===== config.mk =====
export PLATFORM = sky130hd
export DESIGN_NAME = mem_bus_arbiter_flat
export DESIGN_NICKNAME = d
export VERILOG_FILES = /design/src/rtl/mem_bus_pkg.sv /design/src/rtl/mem_bus_arbiter_if.sv /design/src/rtl/mem_bus_arbiter_rr_arb_2.sv /design/src/rtl/mem_bus_arbiter.sv /design/src/flat_wrapper.sv
export SDC_FILE = /design/constraint.sdc
export NUM_CORES = 1
export LEC_CHECK = 0
export CAP_MARGIN = 10
export CORE_MARGIN = 10
export CORE_UTILIZATION = 32
export CTS_BUF_LIST = sky130_fd_sc_hd__clkbuf_8 sky130_fd_sc_hd__clkbuf_16
export CTS_CLUSTER_SIZE = 8
export DETAILED_ROUTE_END_ITERATION = 7
export HOLD_SLACK_MARGIN = 0.05
export PLACE_DENSITY = 0.76
export SETUP_SLACK_MARGIN = 0.1
export SLEW_MARGIN = 20
export SYNTH_ARGS = -nofsm -noshare
export SYNTH_HDL_FRONTEND = slang
export SYNTH_SLANG_ARGS = --single-unit

===== constraint.sdc =====
create_clock -name clk -period 1.65 [get_ports clk]
set_clock_uncertainty 0.15 [all_clocks]
set_input_delay 0.4125 -clock clk [delete_from_list [all_inputs] [get_ports clk]]
set_output_delay 0.4125 -clock clk [all_outputs]
set_load 0.05 [all_outputs]

===== src/rtl/mem_bus_pkg.sv =====
// Shared types and command encodings for the two-master memory bus arbiter.
package mem_bus_pkg;

    typedef logic [1:0] mem_cmd_t;

    localparam mem_cmd_t MREAD  = 2'b11;
    localparam mem_cmd_t MWRITE = 2'b01;
    localparam mem_cmd_t MNONE  = 2'b00;

    typedef enum logic [1:0] {
        ARB,
        ISSUE,
        RDWAIT
    } arb_state_t;

    // Encodings other than read/write (00, 10) reach the bus as an idle command.
    function automatic mem_cmd_t cmd_norm(input mem_cmd_t c);
        return ((c == MREAD) || (c == MWRITE)) ? c : MNONE;
    endfunction

endpackage


===== src/rtl/mem_bus_arbiter_if.sv =====
// Master-side request/response signals plus the shared RAM/MMIO bus.
interface mem_bus_arbiter_if
    import mem_bus_pkg::*;
#(
    parameter int data_width = 16,
    parameter int addr_width = 9
);
    logic                  m0_req;
    logic                  m0_lock;
    mem_cmd_t              m0_cmd;
    logic [addr_width-1:0] m0_addr;
    logic [data_width-1:0] m0_wdata;
    logic                  m0_gnt;
    logic                  m0_rvalid;
    logic [data_width-1:0] m0_rdata;

    logic                  m1_req;
    logic                  m1_lock;
    mem_cmd_t              m1_cmd;
    logic [addr_width-1:0] m1_addr;
    logic [data_width-1:0] m1_wdata;
    logic                  m1_gnt;
    logic                  m1_rvalid;
    logic [data_width-1:0] m1_rdata;

    mem_cmd_t              mem_cmd;
    logic [addr_width-1:0] mem_addr;
    logic [data_width-1:0] mem_wdata;
    logic [data_width-1:0] mem_rdata;

    modport slave (
        input  m0_req, m0_lock, m0_cmd, m0_addr, m0_wdata,
        output m0_gnt, m0_rvalid, m0_rdata,
        input  m1_req, m1_lock, m1_cmd, m1_addr, m1_wdata,
        output m1_gnt, m1_rvalid, m1_rdata,
        output mem_cmd, mem_addr, mem_wdata,
        input  mem_rdata
    );

    modport master (
        output m0_req, m0_lock, m0_cmd, m0_addr, m0_wdata,
        input  m0_gnt, m0_rvalid, m0_rdata,
        output m1_req, m1_lock, m1_cmd, m1_addr, m1_wdata,
        input  m1_gnt, m1_rvalid, m1_rdata,
        input  mem_cmd, mem_addr, mem_wdata,
        output mem_rdata
    );

endinterface


===== src/rtl/mem_bus_arbiter_rr_arb_2.sv =====
// Two-way round-robin selector with a bounded lock: a locking owner keeps the bus
// until it has MAX_HOLD consecutive grants while the other master is waiting.
module rr_arb_2 #(
    parameter int MAX_HOLD = 4
) (
    input  logic       clk,
    input  logic       rst_n,
    input  logic [1:0] i_req,
    input  logic [1:0] i_lock,
    input  logic       i_take,
    output logic       o_win
);

    localparam int HW = $clog2(MAX_HOLD + 1);

    logic          r_ptr;
    logic          r_owner;
    logic          r_lock;
    logic [HW-1:0] r_hold;

    logic w_other;
    logic w_keep;
    logic w_win;
    logic w_loser;

    always_comb begin
        w_other = ~r_owner;
        w_keep  = r_lock && i_req[r_owner] &&
                  !(i_req[w_other] && (r_hold >= HW'(MAX_HOLD)));
        w_win   = r_ptr;
        if (w_keep)
            w_win = r_owner;
        else if (i_req == 2'b11)
            w_win = r_ptr;
        else
            w_win = i_req[1];
        w_loser = ~w_win;
    end

    assign o_win = w_win;

    // Hold counts only grants made while the other master was waiting.
    always_ff @(posedge clk or negedge rst_n) begin
        if (!rst_n) begin
            r_ptr   <= 1'b0;
            r_owner <= 1'b0;
            r_lock  <= 1'b0;
            r_hold  <= '0;
        end else if (i_take) begin
            r_ptr   <= w_loser;
            r_owner <= w_win;
            r_lock  <= i_lock[w_win];
            if (!i_req[w_loser])
                r_hold <= '0;
            else if (w_win != r_owner)
                r_hold <= HW'(1);
            else if (r_hold != HW'(MAX_HOLD))
                r_hold <= r_hold + HW'(1);
        end
    end

endmodule


===== src/rtl/mem_bus_arbiter.sv =====
// Shares one RAM/MMIO port between two masters: ARB -> ISSUE -> (RDWAIT) sequencing,
// registered bus command/address/data and read-data steering back to the owner.
module mem_bus_arbiter
    import mem_bus_pkg::*;
#(
    parameter int data_width = 16,
    parameter int addr_width = 9,
    parameter int RD_LAT     = 1,
    parameter int MAX_HOLD   = 4
) (
    input  logic              clk,
    input  logic              reset,
    mem_bus_arbiter_if.slave  bus
);

    localparam int CW = $clog2(RD_LAT + 1);

    arb_state_t            r_state;
    arb_state_t            w_state_nxt;
    logic [CW-1:0]         r_cnt;
    logic                  r_win;
    mem_cmd_t              r_mem_cmd;
    logic [addr_width-1:0] r_mem_addr;
    logic [data_width-1:0] r_mem_wdata;

    logic [1:0]            w_req;
    logic                  w_take;
    logic                  w_win;
    logic                  w_rvalid;
    logic                  w_rv0;
    logic                  w_rv1;
    mem_cmd_t              w_sel_cmd;
    logic [addr_width-1:0] w_sel_addr;
    logic [data_width-1:0] w_sel_wdata;

    assign w_req  = {bus.m1_req, bus.m0_req};
    assign w_take = (r_state == ARB) && (w_req != 2'b00);

    rr_arb_2 #(.MAX_HOLD(MAX_HOLD)) u_arb (
        .clk    (clk),
        .rst_n  (reset),
        .i_req  (w_req),
        .i_lock ({bus.m1_lock, bus.m0_lock}),
        .i_take (w_take),
        .o_win  (w_win)
    );

    always_comb begin
        w_sel_cmd   = bus.m0_cmd;
        w_sel_addr  = bus.m0_addr;
        w_sel_wdata = bus.m0_wdata;
        if (w_win) begin
            w_sel_cmd   = bus.m1_cmd;
            w_sel_addr  = bus.m1_addr;
            w_sel_wdata = bus.m1_wdata;
        end
    end

    always_ff @(posedge clk or negedge reset) begin
        if (!reset)
            r_state <= ARB;
        else
            r_state <= w_state_nxt;
    end

    always_comb begin
        w_state_nxt = r_state;
        case (r_state)
            ARB:     if (w_take) w_state_nxt = ISSUE;
            ISSUE:   w_state_nxt = (r_mem_cmd == MREAD) ? RDWAIT : ARB;
            RDWAIT:  if (r_cnt == CW'(RD_LAT)) w_state_nxt = ARB;
            default: w_state_nxt = ARB;
        endcase
    end

    // mem_cmd is live only during ISSUE; address and write data keep their last values.
    always_ff @(posedge clk or negedge reset) begin
        if (!reset) begin
            r_win       <= 1'b0;
            r_mem_cmd   <= MNONE;
            r_mem_addr  <= '0;
            r_mem_wdata <= '0;
            r_cnt       <= '0;
        end else begin
            case (r_state)
                ARB: begin
                    if (w_take) begin
                        r_win       <= w_win;
                        r_mem_cmd   <= cmd_norm(w_sel_cmd);
                        r_mem_addr  <= w_sel_addr;
                        r_mem_wdata <= w_sel_wdata;
                    end
                end
                ISSUE: begin
                    r_mem_cmd <= MNONE;
                    r_cnt     <= CW'(1);
                end
                RDWAIT:  r_cnt <= r_cnt + CW'(1);
                default: r_cnt <= '0;
            endcase
        end
    end

    assign w_rvalid = (r_state == RDWAIT) && (r_cnt == CW'(RD_LAT));
    assign w_rv0    = w_rvalid && !r_win;
    assign w_rv1    = w_rvalid && r_win;

    assign bus.m0_gnt    = (r_state == ISSUE) && !r_win;
    assign bus.m1_gnt    = (r_state == ISSUE) && r_win;
    assign bus.m0_rvalid = w_rv0;
    assign bus.m1_rvalid = w_rv1;
    assign bus.m0_rdata  = w_rv0 ? bus.mem_rdata : '0;
    assign bus.m1_rdata  = w_rv1 ? bus.mem_rdata : '0;

    assign bus.mem_cmd   = r_mem_cmd;
    assign bus.mem_addr  = r_mem_addr;
    assign bus.mem_wdata = r_mem_wdata;

endmodule


===== src/flat_wrapper.sv =====
// flat-port wrapper written by rule: the top's interface ports become plain ports
module mem_bus_arbiter_flat import mem_bus_pkg::*;
#(
    parameter int data_width = 16,
    parameter int addr_width = 9,
    parameter int RD_LAT     = 1,
    parameter int MAX_HOLD   = 4
)
  (clk, reset, bus_m0_req, bus_m0_lock, bus_m0_cmd, bus_m0_addr, bus_m0_wdata, bus_m0_gnt, bus_m0_rvalid, bus_m0_rdata, bus_m1_req, bus_m1_lock, bus_m1_cmd, bus_m1_addr, bus_m1_wdata, bus_m1_gnt, bus_m1_rvalid, bus_m1_rdata, bus_mem_cmd, bus_mem_addr, bus_mem_wdata, bus_mem_rdata);
  mem_bus_arbiter_if #(.data_width(data_width), .addr_width(addr_width)) bus_i ();
  input  logic clk;
  input  logic reset;
  input wire logic [$bits(bus_i.m0_req)-1:0] bus_m0_req;
  input wire logic [$bits(bus_i.m0_lock)-1:0] bus_m0_lock;
  input wire logic [$bits(bus_i.m0_cmd)-1:0] bus_m0_cmd;
  input wire logic [$bits(bus_i.m0_addr)-1:0] bus_m0_addr;
  input wire logic [$bits(bus_i.m0_wdata)-1:0] bus_m0_wdata;
  output wire logic [$bits(bus_i.m0_gnt)-1:0] bus_m0_gnt;
  output wire logic [$bits(bus_i.m0_rvalid)-1:0] bus_m0_rvalid;
  output wire logic [$bits(bus_i.m0_rdata)-1:0] bus_m0_rdata;
  input wire logic [$bits(bus_i.m1_req)-1:0] bus_m1_req;
  input wire logic [$bits(bus_i.m1_lock)-1:0] bus_m1_lock;
  input wire logic [$bits(bus_i.m1_cmd)-1:0] bus_m1_cmd;
  input wire logic [$bits(bus_i.m1_addr)-1:0] bus_m1_addr;
  input wire logic [$bits(bus_i.m1_wdata)-1:0] bus_m1_wdata;
  output wire logic [$bits(bus_i.m1_gnt)-1:0] bus_m1_gnt;
  output wire logic [$bits(bus_i.m1_rvalid)-1:0] bus_m1_rvalid;
  output wire logic [$bits(bus_i.m1_rdata)-1:0] bus_m1_rdata;
  output wire logic [$bits(bus_i.mem_cmd)-1:0] bus_mem_cmd;
  output wire logic [$bits(bus_i.mem_addr)-1:0] bus_mem_addr;
  output wire logic [$bits(bus_i.mem_wdata)-1:0] bus_mem_wdata;
  input wire logic [$bits(bus_i.mem_rdata)-1:0] bus_mem_rdata;
  assign bus_i.m0_req = bus_m0_req;
  assign bus_i.m0_lock = bus_m0_lock;
  assign bus_i.m0_cmd = bus_m0_cmd;
  assign bus_i.m0_addr = bus_m0_addr;
  assign bus_i.m0_wdata = bus_m0_wdata;
  assign bus_m0_gnt = bus_i.m0_gnt;
  assign bus_m0_rvalid = bus_i.m0_rvalid;
  assign bus_m0_rdata = bus_i.m0_rdata;
  assign bus_i.m1_req = bus_m1_req;
  assign bus_i.m1_lock = bus_m1_lock;
  assign bus_i.m1_cmd = bus_m1_cmd;
  assign bus_i.m1_addr = bus_m1_addr;
  assign bus_i.m1_wdata = bus_m1_wdata;
  assign bus_m1_gnt = bus_i.m1_gnt;
  assign bus_m1_rvalid = bus_i.m1_rvalid;
  assign bus_m1_rdata = bus_i.m1_rdata;
  assign bus_mem_cmd = bus_i.mem_cmd;
  assign bus_mem_addr = bus_i.mem_addr;
  assign bus_mem_wdata = bus_i.mem_wdata;
  assign bus_i.mem_rdata = bus_mem_rdata;
  mem_bus_arbiter #(.data_width(data_width), .addr_width(addr_width), .RD_LAT(RD_LAT), .MAX_HOLD(MAX_HOLD)) u_core (.clk(clk), .reset(reset), .bus(bus_i));
endmodule

==> metrics.md, run 1 <==
| Metric | Value |
|---|---|
| Hold path startpoint | `u_core.u_arb.r_hold[1]` |
| GR Util met3 | `10.9%` |
| CTS tree | `done` |
| Global routing met2 resource utilization | `26.4%` |
| Worst R2R Start | `u_core.r_state[1]` |
| Final slew viol count | `0` |
| First-pass GRT wire length | `12.9 mm` |
| VDD IR max | `1.25 mV` |
| Fillers | `326` |
| Largest net degree at the start of global routing | `37` |
| Synth area leader | `dfrtp_1` |
| Post-detailed-route count of antenna-violating nets | `0` |
| Number of instances in the placed design | `447` |
| Post-route DRC | `0` |
| Post-Layout Inst Area | `4900 um2` |
| Cell Area, Placed | `4430 um2` |
| Slew headroom | `68.1%` |
| Minimum clock period | `2.08 ns` |
| Clock sinks | `36` |
| Switching part of the total power | `43.7%` |
| Critical path fanouts, max | `17` |
| Port bufs | `138` |
| Reg2reg end | `u_core.bus.mem_cmd[1]` |
| Ys flop type | `dfrtp_1` |
| Synth Register Bits | `36` |
| RePlAce Congestion | `0.822` |
| Setup repair after global routing missed its margin | `yes` |
| Setup TNS | `-15.98 ns` |
| Clk Latency, worst-skew pair | `0.29 ns` |
| Detailed Route Iter0 Violations | `85` |
| Synth warnings | `0` |
| Post-synth EDFFs | `0` |
| Root buf cell | `clkbuf_8` |
| P_leak | `2.18 nW` |
| Period utilization | `126%` |
| Number of global-route vias before repair | `2562` |
| Worst-Margin Slew | `0.479 ns` |
| Initial core utilization | `32.7%` |
| Grt ovf | `0` |
| Clock transition at the registers of the reported paths | `0.08 ns` |
| Die boundary width | `100 um` |
| GR Util met1 | `15.6%` |
| Register area share after synthesis | `43.8%` |
| Distinct cell type count after synthesis | `29` |
| Worst Setup Path Type | `flop to output pin` |
| Layout cells sized above 1 | `43.9%` |
| Fin worst setup slack | `-0.429 ns` |
| Final WL | `8.77 mm` |
| Setup WS pre-CTS | `-0.580 ns` |
| Post-synth top area share | `43.8%` |
| Initial antenna violation count | `0` |
| Power density cells | `1530 nW/um2` |
| Req. time, crit path | `1.09 ns` |
| Int Pwr | `4.21 mW` |
| Area Overhead vs Synth | `139%` |
| Synth area leaders | `dfrtp_1, mux2i_1, and2_1, a21oi_1, nor2_1` |
| Hold Crit Endpoint | `u_core.u_arb.r_hold[1]` |
| Hold Vio Cnt, Final | `0` |
| TritonRoute pass-1 iters | `4` |
| GRT Max-Usage Layer | `met2` |
| Multi-input gate area | `1280 um2` |
| Inserted Clock Buffers | `5` |
| I/O pin cnt | `139` |
| Combinational fraction of design power | `67.7%` |
| Final Power | `7.49 mW` |
| Core ar. | `6280 um2` |
| Worst r2r path cells | `8` |
| Maxcap violations | `0` |
| DR vias/cell | `4.94` |
| Post-Syn Instances | `219` |
| Outcome | `complete, but fails checks` |
| Synthesized area | `2050 um2` |
| Die Area | `10000 um2` |
| Final setup violation count | `66` |
| HPWL Detailed | `6.44 mm` |
| Final non-filler cell total | `471` |
| Routed via count | `2328` |
| Wire per inst | `18.6 um` |
| Syn Nets | `300` |
| Max Fclk | `481 MHz` |
| Row count | `29` |
| Die Ht | `100 um` |
| H-tree levels | `2` |
| CTS max path bufs | `2` |
| Total area of sequential cells | `902 um2` |
| CP startpoint kind | `flop` |
| Synth top cells by count | `dfrtp_1, and2_1, nor2_1` |
| Post-synthesis async set-or-reset flop share | `100%` |
| CP endpoint kind | `output pin` |
| Flop pwr share | `23.4%` |
| Most frequent cell after synthesis | `dfrtp_1` |
| Syn avg cell area | `9.38 um2` |
| Antenna Cells | `0` |
| Worst Hold Depth | `2` |
| Arr. time, crit path | `1.52 ns` |
| Nets | `474` |
| Sw Pwr | `3.28 mW` |
| Clock network power share | `8.9%` |
| All-Layer GR Usage | `15.8%` |
| Failing checks | `negative setup slack` |
| Worst min path class | `flop to flop` |
| Flop2flop setup slack | `-0.12 ns` |
## cells by family after synthesis
kind of cell | share of synthesized area (%)
AND/OR/NAND/NOR | 21.7
AO/OA/AOI/OAI | 13.1
flip-flops | 43.8
multiplexers | 12.7
buffers and inverters | 5.18
adder cells (fa/ha/maj) | 3.05
XOR/XNOR | 0.426
## worst max-delay path, stage by stage (launching register included)
cell and delay (ns):
dfrtp_1 0.39, inv_2 0.08, ha_4 0.15, nand2_2 0.07
nor2_4 0.11, buf_12 0.14, and2_4 0.16, buf_12 0.13
## cells in the final DEF, fill, tap and decap left out, drive strengths merged
master	n
clkinvlp	1
dlygate4sd2	2
o311ai	1
nor2b	4
xor2	1
dlygate4sd3	1
a21oi	29
nand2b	1
nand3	2
and3b	1
o211ai	2
a211oi	1
and2	33
clkbuf	7
buf	104
nor2	32
nand4	3
nand4bb	1
inv	6
clkdlybuf4s50	72
dfrtp	36
nand2	9
a21o	3
o21a	1
o2111ai	1
o22ai	1
and3	2
o21ai	6
mux2i	26
ha	5
## state kept, by name, indices dropped and copies added (netlist names)
register,flops
u_core.u_arb.r_ptr,1
u_core.bus.mem_addr,9
u_core.u_arb.r_hold,3
u_core.bus.mem_cmd,2
u_core.bus.mem_wdata,16
u_core.r_state,2
u_core.u_arb.r_lock,1
u_core.r_cnt,1
u_core.r_win,1
## metal layers
metal	wire length, um	vias to the layer above	part of all wire (%)
met2	4190	134	48
met3	1250	9	14
met4	87	0	0.99
met1	3240	1097	37
li1	-	1088	-
met5	0	-	0
## cell type report
cell class                 count  area share (%)
timing repair buffer         180            51.1
multi-input combinational    165            26.1
sequential                    36            18.4
tap                           77            1.96
clock buffer                   6            1.68
inverter                       5           0.536
clock inverter                 2           0.230
## through the flow
| step | hold WS [ns] | util, % |
|---|---|---|
| 4_1_cts | 0.389 | 76.4 |
| 6_report | 0.378 | 78.1 |
| 3_3_place_gp | 0.327 | 70.6 |
| 3_5_place_dp | 0.337 | 70.6 |
| 5_1_grt | 0.439 | 78.1 |
| 2_1_floorplan | -0.0331 | - |
## power groups by stage
| stage | registers, mW | clock network (mW) | logic [mW] |
|---|---|---|---|
| 3_3_place_gp | 1.72 | 0 | 4.33 |
| 4_1_cts | 1.73 | 0.674 | 4.85 |
| 5_1_grt | 1.80 | 0.710 | 5.32 |
| 6_report | 1.75 | 0.667 | 5.07 |
| 2_1_floorplan | 2.65 | 0 | 1.07 |
| 3_5_place_dp | 1.73 | 0 | 4.40 |
## how the worst max path moves through the flow
| stage | start | to | slack [ns] | depth (start not counted) |
|---|---|---|---|---|
| global route | u_core.r_state[0] | bus_m0_rdata[10] | -0.51 | 7 |
| global placement | bus_m0_req | u_core.bus.mem_wdata[6] | -0.53 | 6 |
| CTS | u_core.r_state[0] | bus_m1_rdata[0] | -0.45 | 5 |
| floorplan | u_core.r_state[0] | bus_m1_rdata[10] | -0.19 | 6 |
| finish | u_core.r_state[0] | bus_m0_rdata[5] | -0.43 | 7 |
| detailed placement | bus_m0_req | u_core.bus.mem_wdata[4] | -0.58 | 6 |
## what timing repair did
item	in CTS	in global routing
pin swaps	23	5
endpoints found under the setup margin	71	71
hold buffers	1	0
gates resized for setup	40	14
endpoints found under the hold margin	36	0
setup buffers	8	2
gates cloned	2	3
Note: power is estimated with default switching activity, not from simulation.
==> run 2, diff against run 1 <==
--- a/config.mk
+++ b/config.mk
@@ -11,6 +11,7 @@
 export CTS_BUF_LIST = sky130_fd_sc_hd__clkbuf_8 sky130_fd_sc_hd__clkbuf_16
 export CTS_CLUSTER_SIZE = 8
 export DETAILED_ROUTE_END_ITERATION = 7
+export GPL_ROUTABILITY_DRIVEN = 0
 export HOLD_SLACK_MARGIN = 0.05
 export PLACE_DENSITY = 0.76
 export SETUP_SLACK_MARGIN = 0.1
==> results of run 2 <==
Same layout as run 1: the final DEF is identical, and so are final timing and power.
==> run 3, diff against run 2 <==
--- a/config.mk
+++ b/config.mk
@@ -13,7 +13,7 @@
 export DETAILED_ROUTE_END_ITERATION = 7
 export GPL_ROUTABILITY_DRIVEN = 0
 export HOLD_SLACK_MARGIN = 0.05
-export PLACE_DENSITY = 0.76
+export PLACE_DENSITY_LB_ADDON = 0.15
 export SETUP_SLACK_MARGIN = 0.1
 export SLEW_MARGIN = 20
 export SYNTH_ARGS = -nofsm -noshare
==> constraint.sdc (replaced) <==
create_clock -name clk -period 1.65 [get_ports clk]
set_clock_uncertainty 0.15 [all_clocks]
set_input_delay 0.165 -clock clk [delete_from_list [all_inputs] [get_ports clk]]
set_output_delay 0.165 -clock clk [all_outputs]
set_load 0.05 [all_outputs]
==> run 3 against run 2 <==
Compared with the run above:
- the run still ends with negative setup slack left
- final area fell by 11%
- largest power group unchanged
- worst hold slack got worse by 0.22 ns
- non-clock buffer count fell by 12
- global-route usage fell by 1.4 points
- total power fell by 21%
- critical endpoint is now bus_m1_rdata[5]
- sequential power fell by 13%
- worst setup slack improved by 0.20 ns
- sequential share of layout area rose by 2.3 points
- critical path type unchanged
- final cell count fell by 2.8%
- sequential cell count did not move
==> metrics.md, run 3 (synthesized netlist as in run 1, its figures left out) <==
| Metric | Value |
|---|---|
| Initial antenna violation count | `0` |
| Die Ht | `100 um` |
| Clock sinks | `36` |
| Commonest non-fill, non-tap cell in the layout | `clkdlybuf4s50_1` |
| Wire per inst | `16.8 um` |
| Final Power | `5.90 mW` |
| Worst min path class | `input port to async pin` |
| Sw Pwr | `2.83 mW` |
| CP max-delay cell | `dfrtp_1` |
| Post-route DRC | `0` |
| Commonest cells after routing, fill and taps aside | `clkdlybuf4s50_1, buf_12, buf_4` |
| Initial core utilization | `32.7%` |
| Critical-path cell list | `inv_2 -> ha_4 -> and3_4 -> clkbuf_16 -> and2_4 -> buf_12` |
| Die boundary width | `100 um` |
| Period utilization | `114%` |
| TritonRoute pass-1 iters | `4` |
| Detailed Route Iter0 Violations | `60` |
| Clock network power share | `10.8%` |
| CP max stage delay | `0.40 ns` |
| Grt ovf | `0` |
| Fin worst setup slack | `-0.232 ns` |
| Int Pwr | `3.08 mW` |
| Req. time, crit path | `1.33 ns` |
| Worst Setup Path Type | `flop to output pin` |
| All-Layer GR Usage | `14.4%` |
| Antenna Cells | `0` |
| Layout cells sized above 1 | `39.6%` |
| Worst-Margin Slew | `0.398 ns` |
| Row count | `29` |
| Routed via count | `2183` |
| Setup TNS | `-8.60 ns` |
| Setup repair after global routing missed its margin | `yes` |
| Combinational fraction of design power | `63.2%` |
| I/O pin cnt | `139` |
| Core ar. | `6280 um2` |
| Minimum clock period | `1.88 ns` |
| Area Overhead vs Synth | `113%` |
| Fillers | `480` |
| Final WL | `7.68 mm` |
| Setup WS pre-CTS | `-0.294 ns` |
| Max Fclk | `531 MHz` |
| VDD IR max | `1.07 mV` |
| CP endpoint kind | `output pin` |
| Inserted Clock Buffers | `5` |
| Cell Area, Placed | `4000 um2` |
| Post-Layout Inst Area | `4370 um2` |
| Root buf cell | `clkbuf_8` |
| Power density cells | `1350 nW/um2` |
| Clk Latency, worst-skew pair | `0.29 ns` |
| Die Area | `10000 um2` |
| Largest net degree at the start of global routing | `38` |
| CTS tree | `done` |
| Hold Vio Cnt, Final | `0` |
| Slew headroom | `73.3%` |
| Final non-filler cell total | `458` |
| DR vias/cell | `4.77` |
| First-pass GRT wire length | `11.8 mm` |
| Flop pwr share | `26.0%` |
| Critical path fanouts, max | `8` |
| Port bufs | `138` |
| Outcome | `complete, but fails checks` |
| Final slew viol count | `0` |
| Switching part of the total power | `47.8%` |
| Post-detailed-route count of antenna-violating nets | `0` |
| Flop2flop setup slack | `-0.13 ns` |
| H-tree levels | `2` |
| CP startpoint kind | `flop` |
| Number of global-route vias before repair | `2314` |
| Max reg flops | `16` |
| Arr. time, crit path | `1.57 ns` |
| Nets | `461` |
| Final setup violation count | `61` |
| Failing checks | `negative setup slack` |
| P_leak | `1.95 nW` |
| HPWL Detailed | `5.83 mm` |
| Number of instances in the placed design | `436` |
| CTS max path bufs | `2` |
| Clock transition at the registers of the reported paths | `0.07 ns` |
| Maxcap violations | `0` |
[run 3: cell count changes in the layout (fill, tap and decap cells not counted), sizes merged]
cell | previous run | this run
inv | 6 | 7
and3 | 2 | 1
clkinvlp | 1 | 0
buf | 104 | 92
clkdlybuf4s50 | 72 | 73
dlygate4sd2 | 2 | 1
[run 3: power by group through the flow]
stage,Sequential [mW],Combinational [mW],Clock (mW)
final,1.53,3.73,0.639
after global routing,1.59,3.96,0.696
after CTS,1.53,3.78,0.650
after detailed placement,1.54,3.40,0
after global placement,1.53,3.35,0
after floorplan,2.65,1.06,0
[run 3: area by class of cell]
type / instances / area, um2 / share of cell area, %
Timing Repair Buffer: 168 / 2020 / 46.3
Multi-Input combinational cell: 164 / 1240 / 28.3
Sequential cell: 36 / 903 / 20.7
Tap cell: 77 / 96.3 / 2.20
Clock buffer: 6 / 82.6 / 1.89
Inverter: 5 / 21.3 / 0.487
Clock inverter: 2 / 7.51 / 0.172
[run 3: what timing repair did]
item | CTS | global route
setup buffers | 10 | 2
pin swaps | 15 | 20
hold buffers | 1 | 0
hold endpoints to repair | 36 | 0
resized for setup | 28 | 14
setup endpoints to repair | 68 | 70
cloned | 3 | 1
[run 3: worst paths after layout]
check,from,end,depth (start not counted)
max in group asynchronous,reset,u_core.u_arb.r_hold[2],3
min in group clk,bus_m1_addr[2],u_core.bus.mem_addr[2],3
min reg2reg,u_core.u_arb.r_hold[1],u_core.u_arb.r_hold[1],2
min,reset,u_core.bus.mem_wdata[8],2
max,u_core.r_state[0],bus_m1_rdata[5],6
max reg2reg,u_core.r_state[1],u_core.u_arb.r_hold[0],7
[run 3: stage by stage]
step,hold WS [ns],utilization [%]
floorplan,-0.281,-
global placement,-0.0672,63.6
detailed placement,-0.0551,63.6
CTS,0.168,69.5
global route,0.185,69.6
finish,0.158,69.6
[run 3: metal layers]
metal | vias up | share of wire (%) | global-route usage, %
met2 | 96 | 50 | 23.7
li1 | 1060 | - | -
met4 | 0 | 1.3 | 4.02
met3 | 11 | 9.4 | 6.04
met5 | - | 0 | 0
met1 | 1016 | 39 | 16.7
[run 3: worst max-delay path: cells and delay by family (launching register included)]
kind,cells,cell delay [ns]
flops,1,0.40
buf+inv,3,0.38
simple gates,2,0.37
fa+ha+maj,1,0.14
